===== config.mk =====
export PLATFORM = sky130hd
export DESIGN_NAME = instruction_loader_flat
export DESIGN_NICKNAME = d
export VERILOG_FILES = /design/src/rtl/instruction_loader_pkg.sv /design/src/rtl/instruction_loader_if.sv /design/src/rtl/instruction_loader_word_assembler.sv /design/src/rtl/instruction_loader.sv /design/src/flat_wrapper.sv
export SDC_FILE = /design/constraint.sdc
export NUM_CORES = 1
export LEC_CHECK = 0
export ABC_AREA = 1
export BUFFER_PORTS_ARGS = -buffer_cell sky130_fd_sc_hd__buf_4
export CAP_MARGIN = 20
export CORE_MARGIN = 2
export CORE_UTILIZATION = 44
export CTS_CLUSTER_SIZE = 14
export DETAILED_ROUTE_END_ITERATION = 8
export PLACE_DENSITY_LB_ADDON = 0.2
export SYNTH_ARGS = -nofsm -noshare
export SYNTH_HDL_FRONTEND = slang
export SYNTH_SLANG_ARGS = --single-unit

===== constraint.sdc =====
create_clock -name clock -period 3.55 [get_ports clock]
set_input_delay 0.1775 -clock clock [delete_from_list [all_inputs] [get_ports clock]]
set_output_delay 0.1775 -clock clock [all_outputs]
set_load 0.03 [all_outputs]

===== src/rtl/instruction_loader_pkg.sv =====
// Shared definitions for the boot-time program loader: FSM encoding and frame geometry.
package instruction_loader_pkg;

    localparam int BYTE_WIDTH = 8;
    localparam int HDR_BYTES  = 4;
    localparam int CHK_BYTES  = 1;
    localparam int WORD_WIDTH = BYTE_WIDTH * HDR_BYTES;

    typedef enum logic [2:0] {
        S_IDLE,
        S_HDR,
        S_DATA,
        S_WR,
        S_CHK,
        S_FIN
    } state_t;

    function automatic logic accepts_bytes(input state_t s);
        return s inside {S_HDR, S_DATA, S_CHK};
    endfunction

endpackage


===== src/rtl/instruction_loader_if.sv =====
// Byte-stream, memory-write and status signals of the program loader.
interface instruction_loader_if
    import instruction_loader_pkg::*;
#(
    parameter int ADDR_WIDTH = 10,
    parameter int DATA_WIDTH = 32
);
    logic                  start;
    logic [BYTE_WIDTH-1:0] byte_in;
    logic                  byte_valid;
    logic                  byte_ready;
    logic                  mem_we;
    logic [ADDR_WIDTH-1:0] mem_addr;
    logic [DATA_WIDTH-1:0] mem_data;
    logic                  busy;
    logic                  done;
    logic                  error;

    modport master (
        output start, byte_in, byte_valid,
        input  byte_ready, mem_we, mem_addr, mem_data, busy, done, error
    );

    modport slave (
        input  start, byte_in, byte_valid,
        output byte_ready, mem_we, mem_addr, mem_data, busy, done, error
    );
endinterface


===== src/rtl/instruction_loader_word_assembler.sv =====
// Big-endian byte-to-word shift register; last_byte flags that the next shift completes a word.
module word_assembler
    import instruction_loader_pkg::*;
(
    input  logic                  clock,
    input  logic                  reset,
    input  logic                  clear,
    input  logic                  shift_en,
    input  logic [BYTE_WIDTH-1:0] byte_in,
    output logic [WORD_WIDTH-1:0] word,
    output logic                  last_byte
);
    logic [1:0] idx;

    always_ff @(posedge clock or posedge reset) begin
        if (reset) begin
            word <= '0;
            idx  <= '0;
        end else if (clear) begin
            word <= '0;
            idx  <= '0;
        end else if (shift_en) begin
            word <= {word[WORD_WIDTH-BYTE_WIDTH-1:0], byte_in};
            idx  <= idx + 2'd1;
        end
    end

    assign last_byte = (idx == 2'(HDR_BYTES - 1));
endmodule


===== src/rtl/instruction_loader.sv =====
// Boot loader: parses a {base,count,words,xor} byte frame and writes the words to instruction memory.
module instruction_loader
    import instruction_loader_pkg::*;
#(
    parameter int ADDR_WIDTH = 10,
    parameter int DATA_WIDTH = 32,
    parameter int MEM_DEPTH  = 1024
) (
    input logic                 clock,
    input logic                 reset,
    instruction_loader_if.slave bus
);
    state_t                state, state_next;
    logic                  asm_clear, asm_shift, last_byte, xfer;
    logic [WORD_WIDTH-1:0] word, word_full;
    logic [15:0]           hdr_base, hdr_count, count;
    logic [16:0]           hdr_end;
    logic                  hdr_bad;
    logic [BYTE_WIDTH-1:0] chk;
    logic                  byte_ready, mem_we, busy, done, error;
    logic [ADDR_WIDTH-1:0] mem_addr;
    logic [DATA_WIDTH-1:0] mem_data;

    word_assembler u_asm (
        .clock    (clock),
        .reset    (reset),
        .clear    (asm_clear),
        .shift_en (asm_shift),
        .byte_in  (bus.byte_in),
        .word     (word),
        .last_byte(last_byte)
    );

    // The word including the byte being accepted right now, so header/data act on the 4th byte's edge.
    assign xfer      = bus.byte_valid && byte_ready;
    assign word_full = {word[WORD_WIDTH-BYTE_WIDTH-1:0], bus.byte_in};
    assign hdr_base  = word_full[31:16];
    assign hdr_count = word_full[15:0];
    assign hdr_end   = {1'b0, hdr_base} + {1'b0, hdr_count};
    assign hdr_bad   = (hdr_end > 17'(MEM_DEPTH));

    always_ff @(posedge clock or posedge reset) begin
        if (reset) state <= S_IDLE;
        else       state <= state_next;
    end

    always_comb begin
        state_next = state;
        asm_clear  = 1'b0;
        asm_shift  = 1'b0;
        case (state)
            S_IDLE: if (bus.start) begin
                state_next = S_HDR;
                asm_clear  = 1'b1;
            end
            S_HDR: if (xfer) begin
                asm_shift = 1'b1;
                if (last_byte) begin
                    if (hdr_bad)               state_next = S_FIN;
                    else if (hdr_count == '0)  state_next = S_CHK;
                    else                       state_next = S_DATA;
                end
            end
            S_DATA: if (xfer) begin
                asm_shift = 1'b1;
                if (last_byte) state_next = S_WR;
            end
            S_WR:    state_next = (count == 16'd1) ? S_CHK : S_DATA;
            S_CHK:   if (xfer) state_next = S_FIN;
            S_FIN:   state_next = S_IDLE;
            default: state_next = S_IDLE;
        endcase
    end

    // Status outputs are registered decodes of the next state, so they track the state register exactly.
    always_ff @(posedge clock or posedge reset) begin
        if (reset) begin
            byte_ready <= 1'b0;
            mem_we     <= 1'b0;
            busy       <= 1'b0;
            done       <= 1'b0;
            error      <= 1'b0;
            mem_addr   <= '0;
            mem_data   <= '0;
            count      <= '0;
            chk        <= '0;
        end else begin
            byte_ready <= accepts_bytes(state_next);
            mem_we     <= (state_next == S_WR);
            busy       <= state_next inside {S_HDR, S_DATA, S_WR, S_CHK};
            done       <= (state_next == S_FIN);
            case (state)
                S_IDLE: if (bus.start) begin
                    error <= 1'b0;
                    chk   <= '0;
                end
                S_HDR: if (xfer && last_byte) begin
                    if (hdr_bad) begin
                        error <= 1'b1;
                    end else if (hdr_count != '0) begin
                        count    <= hdr_count;
                        mem_addr <= hdr_base[ADDR_WIDTH-1:0];
                    end
                end
                S_DATA: if (xfer) begin
                    chk <= chk ^ bus.byte_in;
                    if (last_byte) mem_data <= DATA_WIDTH'(word_full);
                end
                S_WR: begin
                    mem_addr <= mem_addr + ADDR_WIDTH'(1);
                    count    <= count - 16'd1;
                end
                S_CHK: if (xfer) error <= (bus.byte_in != chk);
                default: ;
            endcase
        end
    end

    assign bus.byte_ready = byte_ready;
    assign bus.mem_we     = mem_we;
    assign bus.mem_addr   = mem_addr;
    assign bus.mem_data   = mem_data;
    assign bus.busy       = busy;
    assign bus.done       = done;
    assign bus.error      = error;
endmodule


===== src/flat_wrapper.sv =====
// flat-port wrapper written by rule: the top's interface ports become plain ports
module instruction_loader_flat import instruction_loader_pkg::*;
#(
    parameter int ADDR_WIDTH = 10,
    parameter int DATA_WIDTH = 32,
    parameter int MEM_DEPTH  = 1024
)
  (clock, reset, bus_start, bus_byte_in, bus_byte_valid, bus_byte_ready, bus_mem_we, bus_mem_addr, bus_mem_data, bus_busy, bus_done, bus_error);
  instruction_loader_if #(.ADDR_WIDTH(ADDR_WIDTH), .DATA_WIDTH(DATA_WIDTH)) bus_i ();
  input logic clock;
  input logic reset;
  input wire logic [$bits(bus_i.start)-1:0] bus_start;
  input wire logic [$bits(bus_i.byte_in)-1:0] bus_byte_in;
  input wire logic [$bits(bus_i.byte_valid)-1:0] bus_byte_valid;
  output wire logic [$bits(bus_i.byte_ready)-1:0] bus_byte_ready;
  output wire logic [$bits(bus_i.mem_we)-1:0] bus_mem_we;
  output wire logic [$bits(bus_i.mem_addr)-1:0] bus_mem_addr;
  output wire logic [$bits(bus_i.mem_data)-1:0] bus_mem_data;
  output wire logic [$bits(bus_i.busy)-1:0] bus_busy;
  output wire logic [$bits(bus_i.done)-1:0] bus_done;
  output wire logic [$bits(bus_i.error)-1:0] bus_error;
  assign bus_i.start = bus_start;
  assign bus_i.byte_in = bus_byte_in;
  assign bus_i.byte_valid = bus_byte_valid;
  assign bus_byte_ready = bus_i.byte_ready;
  assign bus_mem_we = bus_i.mem_we;
  assign bus_mem_addr = bus_i.mem_addr;
  assign bus_mem_data = bus_i.mem_data;
  assign bus_busy = bus_i.busy;
  assign bus_done = bus_i.done;
  assign bus_error = bus_i.error;
  instruction_loader #(.ADDR_WIDTH(ADDR_WIDTH), .DATA_WIDTH(DATA_WIDTH), .MEM_DEPTH(MEM_DEPTH)) u_core (.clock(clock), .reset(reset), .bus(bus_i));
endmodule

* Yosys cells after proc, flatten, opt, wreduce, memory -nomap -nowiden *
Cells that the tools add are included.

storage, ports and cells
  latch bits = 0
  register bits = 100
  logic and storage cells = 87
  output and inout port bits = 47
  input port bits = 12
  bits in read-only memories = 0
  memories = 0
  bits in writable memories = 0

cells by class
  shift operators = 0
  eq/ne operators = 19
  bitwise logic cells = 1
  add/subtract/negate cells = 4
  div/mod/pow operators = 0
  magnitude comparators = 1
  reductions and logical operators = 16
  muxes and demuxes = 34
  $mul = 0

operator list
  cell                     count
  $mux W16                 3
  $mux W24                 2
  $pmux W16 S2             1
  $mux W10                 3
  $mux W3                  9
  $pmux W10 S2             1
  $add A16 B16 Y17         1
  $gt A17 B11 Y1 const B   1
  $eq A16 B1 Y1 const B    1
  $logic_not A16 Y1        1
  $mux W8                  2
  $pmux W8 S2              1
  $reduce_bool A16 Y1      1
  $sub A16 B1 Y16 const B  1
  $pmux W3 S5              1
  $eq A3 B2 Y1 const B     4
  $add A10 B1 Y10 const B  1
  $ne A2 B1 Y1 const B     5
  $eq A3 B3 Y1 const B     3
  $mux W1                  8
  $ne A8 B8 Y1             1
  $xor A8 B8 Y8            1
  $eq A3 B1 Y1 const B     2
  $reduce_and A3 Y1        2
  13 further kinds         19

* Depth between registers and ports, before layout *
  depth in word-level cells = 8
  gate-level depth with buffers = 20
  mapped depth without buffers = 19

* By module *
Synthesis repeated with hierarchy kept, for this count alone.

unflattened totals
  cell total of the unflattened synthesis = 869
  area, all modules = 6436.2 um^2

by module, submodules not included
  module              sequential area each (um^2)  times used  cells an instance  area an instance (um^2)
  instruction_loader  1851.8                       1           718                5049.8
  word_assembler      850.8                        1           151                1386.3

* Worst setup path before layout *
Ideal clock, no wire load.

  path type = reg2reg
  start point = register u_core.u_asm.word[8]
  end point = register u_core.count[5]
  required time = 3427 ps
  clock period less this slack = 2473 ps
  arrival time = 2350 ps
  path slack = 1077 ps
  library setup time = 123 ps
  path buffers = 2
  cell stages (with the launch flop) = 18
  cell sequence = dfrtp_1 > ha_1 > fa_1 > nand2_1 > nand2_1 > nand3_1 > nand2_1 > nand2_1 > nand2_1 > nor2_1 > nand3_1 > o21ai_2 > and2_4 > nand3b_4 > nand2_4 > buf_8 > buf_12 > o21ai_1

between the ends
  word-level cells in the longest chain between the ends = 4

RTL lines
  item                                RTL line                                 RTL
  start: declaration                  instruction_loader_word_assembler.sv:10  output logic [WORD_WIDTH-1:0] word,
  start signal: assignment            instruction_loader_word_assembler.sv:23  word <= {word[WORD_WIDTH-BYTE_WIDTH-1:0], byte_in};
  $add A16 B16 Y17                    instruction_loader.sv:39                 assign hdr_end = {1'b0, hdr_base} + {1'b0, hdr_count};
  $gt A17 B11 Y1                      instruction_loader.sv:40                 assign hdr_bad = (hdr_end > 17'(MEM_DEPTH));
  $ne A2 B2 Y1 (no source line)       -
  $reduce_and A4 Y1 (no source line)  -
  end signal: assignment              instruction_loader.sv:101                count <= hdr_count;
  end signal: assignment              instruction_loader.sv:111                count <= count - 16'd1;
  end: declaration                    instruction_loader.sv:16                 logic [15:0] hdr_base, hdr_count, count;

No other way between the ends.
A chain may end at the register's enable or synchronous reset.

* Final worst setup path *
  start point = register u_core.u_asm.word[8]
  end point = register u_core.count[12]

The elaborated chain is that of the path after synthesis.

==> impl_metrics.ini <==
[placed_design]
dp.final_hpwl_um = 11800
finalWeightedCongestion = 0.899
portBuffers = 58
placement.setup.worst_slack_ps = 634

[floorplan]
dieWidth_um = 120
design.die.area_mm2 = 0.0144
design.core.area_mm2 = 0.0132
placement_rows = 42
io_pins = 59
die-height_um = 120
initial_utilization_pct = 44.9

[critical_path]
timing.critical_path.required_ps = 3750
timing.reg2reg.worst_path_depth = 15
timing.critical_path.max_delay_family = simple AND/OR/NAND/NOR gates
timing.critical_path.cells = ha_1, fa_1, nand3_1, nand2_1, nand3_1, nand3_1, nand2_1, nand2_1, nor2_2, nand2_1, nor2_4, and2_4, nand3b_4, nand2_4, o21ai_0
r2r-end = u_core.count[12]
worst_ep_arrival_time_ps = 3140
critical-path-top-cell-by-count = sky130_fd_sc_hd__nand2_1
critical_path_startpoint_category = register
rrSetupSlack_ps = 620
critical_path_peak_fanout = 48
timing.setup.critical_path_class = reg -> reg
worstSetupStartpoint = u_core.u_asm.word[8]
worstReg2RegStart = u_core.u_asm.word[8]
critical_path.slowest_cell = sky130_fd_sc_hd__fa_1
crit_cells = 15
critical_path_capture_point = u_core.count[12]
crit_path_max_incr_delay_ps = 430
timing.critical_path.buf_inv = 0
critical_path.endpoint_type = register

[routing]
drtAntennaViolNets = 0
detail_route.wl_per_cell_um = 15.7
drt_iter0_markers = 408
drc = 0
drt-total-wl_um = 16100
dr_total_vias = 5471
drt_pre_antenna_iters = 5
drt-vias-per-instance = 5.34

[sta]
finClkSkew_ps = 9.63
relSlewSlack_pct = 36.7
fin_crit_sh_pct = 82.6
slew_viol_final = 0
worst_slack_ps = 616
final_period_minus_worst_setup_slack_ps = 2930
setup-tns-final_ps = 0
timing_worst_slew_pin_value_ps = 949
setup_violations = 0
hold_violations = 0
grt_setup_unrepaired = no
fmaxAchievable_mhz = 341

[cells_and_area]
multi_input_comb_area_mm2 = 0.00284
final_common_cell = sky130_fd_sc_hd__nand2_1
area_growth_syn_to_layout_pct = 15.8
register_cell_area_after_layout_mm2 = 0.00250
num_antenna_cells = 0
final_core_utilization_pct = 52.0
fillerInstances = 1269
layout_common_cells = sky130_fd_sc_hd__nand2_1, sky130_fd_sc_hd__inv_1, sky130_fd_sc_hd__o21ai_0
fraction_of_final_layout_cells_sized_beyond_drive_strength_1_pct = 12.8
finalNetCount = 877

[grt]
grt_first_pass_wirelength_um = 26000
antenna_found_initial = 0
via_count_of_the_first_global_routing_pass = 5040
gr-usage-all-layers_pct = 23.2
grt_max_degree = 77
grt_overflow = 0

[clock_network]
num_clock_sinks = 100
cts_tree = done
clk_pin_slew_ps = 70
cts-root-to-sink-buffers = 2
setup_fix_bufs_post_cts = 0
h_tree_lvl_count = 3
cts_buffers = 9
cts_hold_buf = 0
worstSkewPairLatency_ps = 350
postCtsResizedCells = 0
clockRootBuffer = sky130_fd_sc_hd__clkbuf_16

[power]
power_density_mw_per_mm2 = 761
vdd.ir_drop.worst_mv = 0.305
leakage_uw = 0.00349

[logic_synthesis]
synth.distinct_cells = 41
yosys-top-cells-area = sky130_fd_sc_hd__dfrtp_1, sky130_fd_sc_hd__nand2_1, sky130_fd_sc_hd__o21ai_0
seq_area_frac_synth_pct = 42.2
postSynthCellCount = 794
synthesis.area_mm2 = 0.00593
synth.net_count = 827
synth_top_cell_by_area = sky130_fd_sc_hd__dfrtp_1
yosysWarningCount = 0
synth_seq_cells = 100
yosys_top_cell_area_share_pct = 42.2
postSynthAreaPerCell_um2 = 7.46

[run]
maxCapViolations = 0

[status]
run_status = complete, no violations

[min_path]
worstHoldPathType = in -> async
==> synth_stat cells (all sizes together) <==
library cell / n
a21o: 1
a21oi: 18
a31oi: 2
and2: 4
and3: 1
buf: 5
clkbuf: 18
clkinv: 2
dfrtp: 100
fa: 1
ha: 20
inv: 121
mux2: 8
nand2: 205
nand3: 71
nand3b: 4
nand4: 10
nor2: 54
nor3: 7
nor4: 3
o21ai: 118
o22ai: 1
or2: 1
or4: 1
xnor2: 10
xor2: 8
==> flip-flops by register name (all words and copies together) (netlist names) <==
signal and flops:
u_core.bus.mem_data 32, u_core.u_asm.word 24, u_core.count 16, u_core.bus.mem_addr 10
u_core.chk 8, u_core.state 3, u_core.u_asm.idx 2, u_core.bus.busy 1
u_core.bus.byte_ready 1, u_core.bus.done 1, u_core.bus.error 1, u_core.bus.mem_we 1
==> kinds of logic after synthesis <==
kind of cell | count (synthesis) | share of synthesized area, %
adder cells (fa/ha/maj) | 21 | 4.56
AO/OA/AOI/OAI | 140 | 12.3
XOR/XNOR | 18 | 2.66
flip-flops | 100 | 42.2
AND/OR/NAND/NOR | 361 | 26.8
multiplexers | 8 | 1.52
buffers and inverters | 146 | 9.94
==> metal layers <==
metal  vias to the layer above  part of all wire, %  global-route usage (%)
met2                       198                   45                    35.7
met4                         0                  2.3                    7.72
li1                       2650                    -                       -
met3                        31                  5.9                    2.80
met1                      2592                   47                    34.1
met5                         -                    0                       0
==> power breakdown <==
group	internal, uW	leakage, uW	switching (uW)
Sequential	1430	0.00134	300
Clock	765	0.000177	444
Combinational	748	0.00198	1540
==> stage by stage <==
stage / std cells / hold slack, ps / total power [uW] / instance area (um^2)
6_report: 1025 / 33.6 / 5220 / 6860
5_1_grt: 1025 / 110 / 5610 / 6860
4_1_cts: 1025 / 91.8 / 5220 / 6860
3_5_place_dp: 1009 / 457 / 3990 / 6490
3_3_place_gp: 1009 / 449 / 3940 / 6490
2_1_floorplan: 794 / 324 / 3330 / 5930
==> cell type report <==
type	count	area share (%)
Sequential cell	100	36.5
Inverter	123	6.76
Multi-Input combinational cell	548	41.4
Tap cell	176	3.21
Timing Repair Buffer	62	6.78
Clock inverter	7	2.11
Clock buffer	9	3.28
==> worst register-to-register path, stage by stage, from the launching register on <==
cell and delay (ps):
sky130_fd_sc_hd__dfrtp_1 410, sky130_fd_sc_hd__ha_1 230, sky130_fd_sc_hd__fa_1 430, sky130_fd_sc_hd__nand3_1 130, sky130_fd_sc_hd__nand2_1 80, sky130_fd_sc_hd__nand3_1 120
sky130_fd_sc_hd__nand3_1 80, sky130_fd_sc_hd__nand2_1 60, sky130_fd_sc_hd__nand2_1 70, sky130_fd_sc_hd__nor2_2 100, sky130_fd_sc_hd__nand2_1 90, sky130_fd_sc_hd__nor2_4 120
sky130_fd_sc_hd__and2_4 170, sky130_fd_sc_hd__nand3b_4 120, sky130_fd_sc_hd__nand2_4 410, sky130_fd_sc_hd__o21ai_0 180
==> worst min-delay path by stage <==
stage | start | to | slack (ps) | cells after the start
after global placement | reset | u_core.bus.mem_data[20] | 450 | 2
final | reset | u_core.bus.mem_data[20] | 30 | 2
after global routing | reset | u_core.bus.mem_data[24] | 110 | 2
after CTS | reset | u_core.bus.mem_data[24] | 90 | 2
after detailed placement | reset | u_core.bus.mem_data[24] | 460 | 2
after floorplan | bus_byte_in[0] | u_core.u_asm.word[0] | 320 | 2
(Power assumes the default switching activity.)
